$ cat src/rtl/data_mem_ctrl.sv
// Word-organised data memory behind a valid/ready request/response handshake.
// Optional misaligned-access trap: define DMEM_MISALIGN_TRAP_EN.
module data_mem_ctrl #(
  parameter int DEPTH    = 64,
  parameter int WAIT_CYC = 1
) (
  input  logic        clk,
  input  logic        rst_n,
  input  logic        req_valid,
  output logic        req_ready,
  input  logic        req_we,
  input  logic [1:0]  req_size,
  input  logic        req_signed,
  input  logic [31:0] req_addr,
  input  logic [31:0] req_wdata,
  output logic        rsp_valid,
  input  logic        rsp_ready,
  output logic [31:0] rsp_rdata,
  output logic        rsp_err
);
  localparam int AW = $clog2(DEPTH);
  localparam logic [3:0] WAIT_LD = (WAIT_CYC > 0) ? 4'(WAIT_CYC - 1) : 4'd0;

  typedef enum logic [1:0] {S_IDLE, S_WAIT, S_RESP} state_t;

  state_t      state_q, state_d;
  logic [3:0]  cnt_q, cnt_d;
  logic        we_q, we_d;
  logic [1:0]  size_q, size_d;
  logic        signed_q, signed_d;
  logic [31:0] addr_q, addr_d;
  logic [31:0] wdata_q, wdata_d;
  logic [31:0] rdata_q, rdata_d;
  logic        err_q, err_d;

  logic        acc_we;
  logic [1:0]  acc_size;
  logic        acc_signed;
  logic [31:0] acc_addr;
  logic [31:0] acc_wdata;
  logic        access;
  logic        fault;
  logic        mem_wr;
  logic [AW-1:0] idx;
  logic [31:0] cur_word;

  // Storage holds the XOR of the live word with its power-up image, so
  // zero-initialised cells read back as the required power-up contents.
  logic [31:0] mem_q [DEPTH];

  function automatic logic [31:0] init_word(input logic [AW-1:0] i);
    logic [31:0] iw;
    iw = 32'(i);
    return (iw <= 32'd10) ? (32'd10 - iw) : 32'd0;
  endfunction

  function automatic logic [31:0] merge_lanes(input logic [31:0] old_w,
                                              input logic [31:0] wd,
                                              input logic [1:0]  sz,
                                              input logic [1:0]  off);
    logic [31:0] w;
    w = old_w;
    case (sz)
      2'b00:   w[{off, 3'b000} +: 8]     = wd[7:0];
      2'b01:   w[{off[1], 4'b0000} +: 16] = wd[15:0];
      default: w = wd;
    endcase
    return w;
  endfunction

  function automatic logic [31:0] extract_load(input logic [31:0] w,
                                               input logic [1:0]  sz,
                                               input logic        sgn,
                                               input logic [1:0]  off);
    logic [7:0]  b;
    logic [15:0] h;
    logic [31:0] r;
    b = w[{off, 3'b000} +: 8];
    h = w[{off[1], 4'b0000} +: 16];
    case (sz)
      2'b00:   r = sgn ? {{24{b[7]}}, b} : {24'h0, b};
      2'b01:   r = sgn ? {{16{h[15]}}, h} : {16'h0, h};
      default: r = w;
    endcase
    return r;
  endfunction

  // With WAIT_CYC=0 the access happens on the accept edge, so use live inputs.
  always_comb begin
    if (state_q == S_IDLE) begin
      acc_we     = req_we;
      acc_size   = req_size;
      acc_signed = req_signed;
      acc_addr   = req_addr;
      acc_wdata  = req_wdata;
    end else begin
      acc_we     = we_q;
      acc_size   = size_q;
      acc_signed = signed_q;
      acc_addr   = addr_q;
      acc_wdata  = wdata_q;
    end
  end

  assign idx      = acc_addr[AW+1:2];
  assign cur_word = mem_q[idx] ^ init_word(idx);

  always_comb begin
    fault = (acc_addr[31:AW+2] != '0);
`ifdef DMEM_MISALIGN_TRAP_EN
    if (acc_size == 2'b01) begin
      fault = fault | acc_addr[0];
    end else if (acc_size[1]) begin
      fault = fault | (acc_addr[1:0] != 2'b00);
    end
`endif
  end

  always_comb begin
    state_d  = state_q;
    cnt_d    = cnt_q;
    we_d     = we_q;
    size_d   = size_q;
    signed_d = signed_q;
    addr_d   = addr_q;
    wdata_d  = wdata_q;
    rdata_d  = rdata_q;
    err_d    = err_q;
    access   = 1'b0;
    case (state_q)
      S_IDLE: begin
        if (req_valid) begin
          we_d     = req_we;
          size_d   = req_size;
          signed_d = req_signed;
          addr_d   = req_addr;
          wdata_d  = req_wdata;
          if (WAIT_CYC == 0) begin
            state_d = S_RESP;
            access  = 1'b1;
          end else begin
            state_d = S_WAIT;
            cnt_d   = WAIT_LD;
          end
        end
      end
      S_WAIT: begin
        if (cnt_q == 4'd0) begin
          state_d = S_RESP;
          access  = 1'b1;
        end else begin
          cnt_d = cnt_q - 4'd1;
        end
      end
      S_RESP: begin
        if (rsp_ready) begin
          state_d = S_IDLE;
        end
      end
      default: state_d = S_IDLE;
    endcase
    mem_wr = access & acc_we & ~fault;
    if (access) begin
      err_d   = fault;
      rdata_d = (fault | acc_we) ? 32'h0
                                 : extract_load(cur_word, acc_size, acc_signed, acc_addr[1:0]);
    end
  end

  always_ff @(posedge clk or negedge rst_n) begin
    if (!rst_n) begin
      state_q <= S_IDLE;
      cnt_q   <= 4'd0;
      rdata_q <= 32'h0;
      err_q   <= 1'b0;
    end else begin
      state_q <= state_d;
      cnt_q   <= cnt_d;
      rdata_q <= rdata_d;
      err_q   <= err_d;
    end
  end

  always_ff @(posedge clk) begin
    we_q     <= we_d;
    size_q   <= size_d;
    signed_q <= signed_d;
    addr_q   <= addr_d;
    wdata_q  <= wdata_d;
  end

  always_ff @(posedge clk) begin
    if (mem_wr) begin
      mem_q[idx] <= merge_lanes(cur_word, acc_wdata, acc_size, acc_addr[1:0]) ^ init_word(idx);
    end
  end

  assign req_ready = (state_q == S_IDLE);
  assign rsp_valid = (state_q == S_RESP);
  assign rsp_rdata = rdata_q;
  assign rsp_err   = err_q;
endmodule

$ cat config.mk
export PLATFORM = sky130hd
export DESIGN_NAME = data_mem_ctrl
export DESIGN_NICKNAME = d
export VERILOG_FILES = /design/src/rtl/data_mem_ctrl.sv
export SDC_FILE = /design/constraint.sdc
export NUM_CORES = 2
export LEC_CHECK = 0
export ABC_AREA = 1
export CAP_MARGIN = 20
export CORE_ASPECT_RATIO = 0.5
export CORE_MARGIN = 5
export CORE_UTILIZATION = 28
export CTS_BUF_LIST = sky130_fd_sc_hd__clkbuf_8
export CTS_CLUSTER_DIAMETER = 60
export DETAILED_ROUTE_END_ITERATION = 10
export HOLD_SLACK_MARGIN = 0.12
export PLACE_DENSITY = 0.46
export SLEW_MARGIN = 20
export SYNTH_ARGS = -nofsm -noshare
export SYNTH_HDL_FRONTEND = slang
export SYNTH_SLANG_ARGS = --single-unit
$ cat constraint.sdc
create_clock -name clk -period 16.3 [get_ports clk]
set_input_delay 4.075 -clock clk [delete_from_list [all_inputs] [get_ports clk]]
set_output_delay 4.075 -clock clk [all_outputs]
set_load 0.005 [all_outputs]
==> metrics.txt <==
met2 usage=0.292; GR Layer Usage met1=0.270; RePlAce Congestion=between 0.9 and 1; hold depth=2; storage element area=~65000 sq um; Worst-Skew Late Latency=between 900 and 1000 ps; Fmax=around 100 MHz; H-tree depth=5; vias=around 60000; most frequent cells in the layout=2116 x edfxtp_1, 1769 x nand2_1, 925 x nand3_1, 478 x nor2_1, 365 x clkbuf_8; Synth warnings=0; Hold Fails Final Rpt=0; critical path launch point type=input port; maximum vdd drop=between 0.2 and 0.25 mV; post-cts hold buffer count=0; CTS max path bufs=4; initial antenna violation count=26; GRT Total Usage=0.190; Least-Margin Pin Slew=1190 ps; DRC=0; crit path launch=req_addr[2]; slew margin rel.=0.209; setup bufs post-CTS=0; CTS tree=built; crit path kind=input port to flop; first-pass GRT wire length=447 mm; post-synthesis sequential area ratio=0.731; syn_nets=7178; GRT Residual Overflow=0; clock slew at reported path FFs=60 ps; Starting DRT DRC Count=6976; Placed Area=94300 sq um; Worst Path Required=16940 ps; critical path arrival=10200 ps; Final ANT Viol Nets=0; cell count after synthesis=just over 7000; hold path start=rsp_rdata[15]; I/O pin count=107; Die Ht=407 um; final worst path period need=~9600 ps; Final Instance Area=100000 sq um; HPWL after DPL=roughly 180 mm; crit path capture type=flop; post-synth cell types=between 40 and 50; FP Rows=145; largest net degree at the start of global routing=135; LEAKAGE=34.1 nW; Avg Inst Size Synth=12.4 sq um; Post-synth EDFFs=2116; setup TNS=0 ps; fill count=approximately 31000; RSZ-0062 raised after global routing=false; RR Startpoint=state_q[1]; PortBufs=106; DR pass1 iterations=6; Vias/cell=5.06; total clock sinks=2155; GR peak layer=met2; power density over the cells=234 nW/um^2; Yosys reg bits=about 2200; final hold slack=481 ps; Pwr Total=0.0235 W; CTS Buf Count=352; setup violators final=0; commonest non-fill, non-tap cell in the layout=edfxtp_1; fraction of registers with async set/reset=0.0181; Total Nets Final=7376; initial core utilization=0.282; area of the multi-input gates=21300 sq um; post-CTS sizing=0; Routed WL=321 mm; Layout area overhead=13.9%; layout cells sized above 1=0.105; vias in the first global route=56400; die area=327000 sq um; Top FF cell, synth=edfxtp_1; Routed WL per cell=between 20 and 30 um; core area=between 300000 and 400000 sq um; Hold Crit Class=flop to flop; CP Max Fanout=122; synthesized cell area=about 88000 sq um; final worst-path cycle share=0.586; M3 GR Usage=0.0371; outcome=finished clean; max-cap violations=0; Worst Skew=70.5 ps; worst reg2reg path depth=19; Final Slew Violations=0; root buffer cell=clkbuf_8; Die X=804 um
-- cells in the mapped netlist (22+ instances only) --
cell type  number  share of area
a21oi_1        70         0.0040
buf_1          23        0.00098
buf_2         190          0.011
buf_4          80         0.0068
buf_6          47         0.0060
clkbuf_1       95         0.0040
dfrtp_1        39          0.011
edfxtp_1     2116           0.72
inv_1         168         0.0071
nand2_1      1773          0.075
nand3_1       940          0.053
nor2_1        545          0.023
nor3_1         23         0.0013
o2111ai_1     161          0.016
o211ai_1       51         0.0043
o21ai_0       251          0.014
o21ai_1       110         0.0062
o221ai_1       99         0.0098
or2_0          22         0.0016
or2_1          84         0.0060
or2_2          84         0.0060
-- worst max-delay path: stages --
cell             delay [ps]
clkdlybuf4s50_1         720
nand2_2                 290
nand2_8                 470
buf_12                  490
buf_4                   670
nand2_1                 100
nand3_1                 100
o221ai_1                120
o21ai_1                 520
nand2_1                 240
nand3_1                 330
nand2_1                 170
nand3_1                 130
nand2_1                  70
nand3_1                  70
nand2_1                  80
inv_2                   620
buf_4                   550
-- layer usage --
metal	vias up	part of all wire
met4	12	0.032
met5	-	0.00015
met1	30600	0.45
li1	26000	-
met3	515	0.078
met2	2416	0.44
-- through the flow --
stage	std cells	setup WS, ps	utilization
detailed placement	11100	5890	0.301
floorplan	7099	5360	-
finish	11800	6750	0.321
CTS	11700	6870	0.321
global route	11700	6500	0.321
global placement	11100	5840	0.301
-- sequential cells by signal, summed over array words and instances, names as in the netlist --
name,flops
mem_q,2048
addr_q,32
rsp_rdata,32
wdata_q,32
cnt_q,4
size_q,2
state_q,2
rsp_err,1
signed_q,1
we_q,1
-- where the power goes --
part / switching [W] / total (W) / internal [W]
clock network: 0.00219 / 0.00429 / 0.00210
logic: 0.00885 / 0.0109 / 0.00202
registers: 0.0000190 / 0.00833 / 0.00831
total: 0.0111 / 0.0235 / 0.0124
-- cell type report --
class                      count  area share
antenna                       14    0.000349
clock buffer                 365      0.0500
clock inverter               250      0.0108
inverter                     178     0.00675
multi-input combinational   4329       0.212
sequential                  2155       0.642
tap                         4189      0.0522
timing repair buffer         281      0.0256
-- path summary, 6_finish.rpt --
path,to,slack [ps]
max in group asynchronous,rsp_rdata[11],12400
worst min-delay path,rsp_rdata[15],480
worst max register to register,mem_q[28][6],8700
worst max-delay path,mem_q[28][6],6750
min in group asynchronous,rsp_rdata[31],3270
worst min register to register,rsp_rdata[15],480
-- kinds of logic (layout without fill, tap and decap cells) --
group | Yosys count | in the layout | share of synthesized area
other cells | 0 | 14 | 0
simple gates | 3534 | 3534 | 0.172
compound gates | 774 | 774 | 0.0575
buf+inv | 615 | 1074 | 0.0364
flops | 2155 | 2155 | 0.731
fa+ha+maj | 7 | 7 | 0.000993
mux | 14 | 14 | 0.00159
No activity file was read; power rests on OpenSTA's default activity.
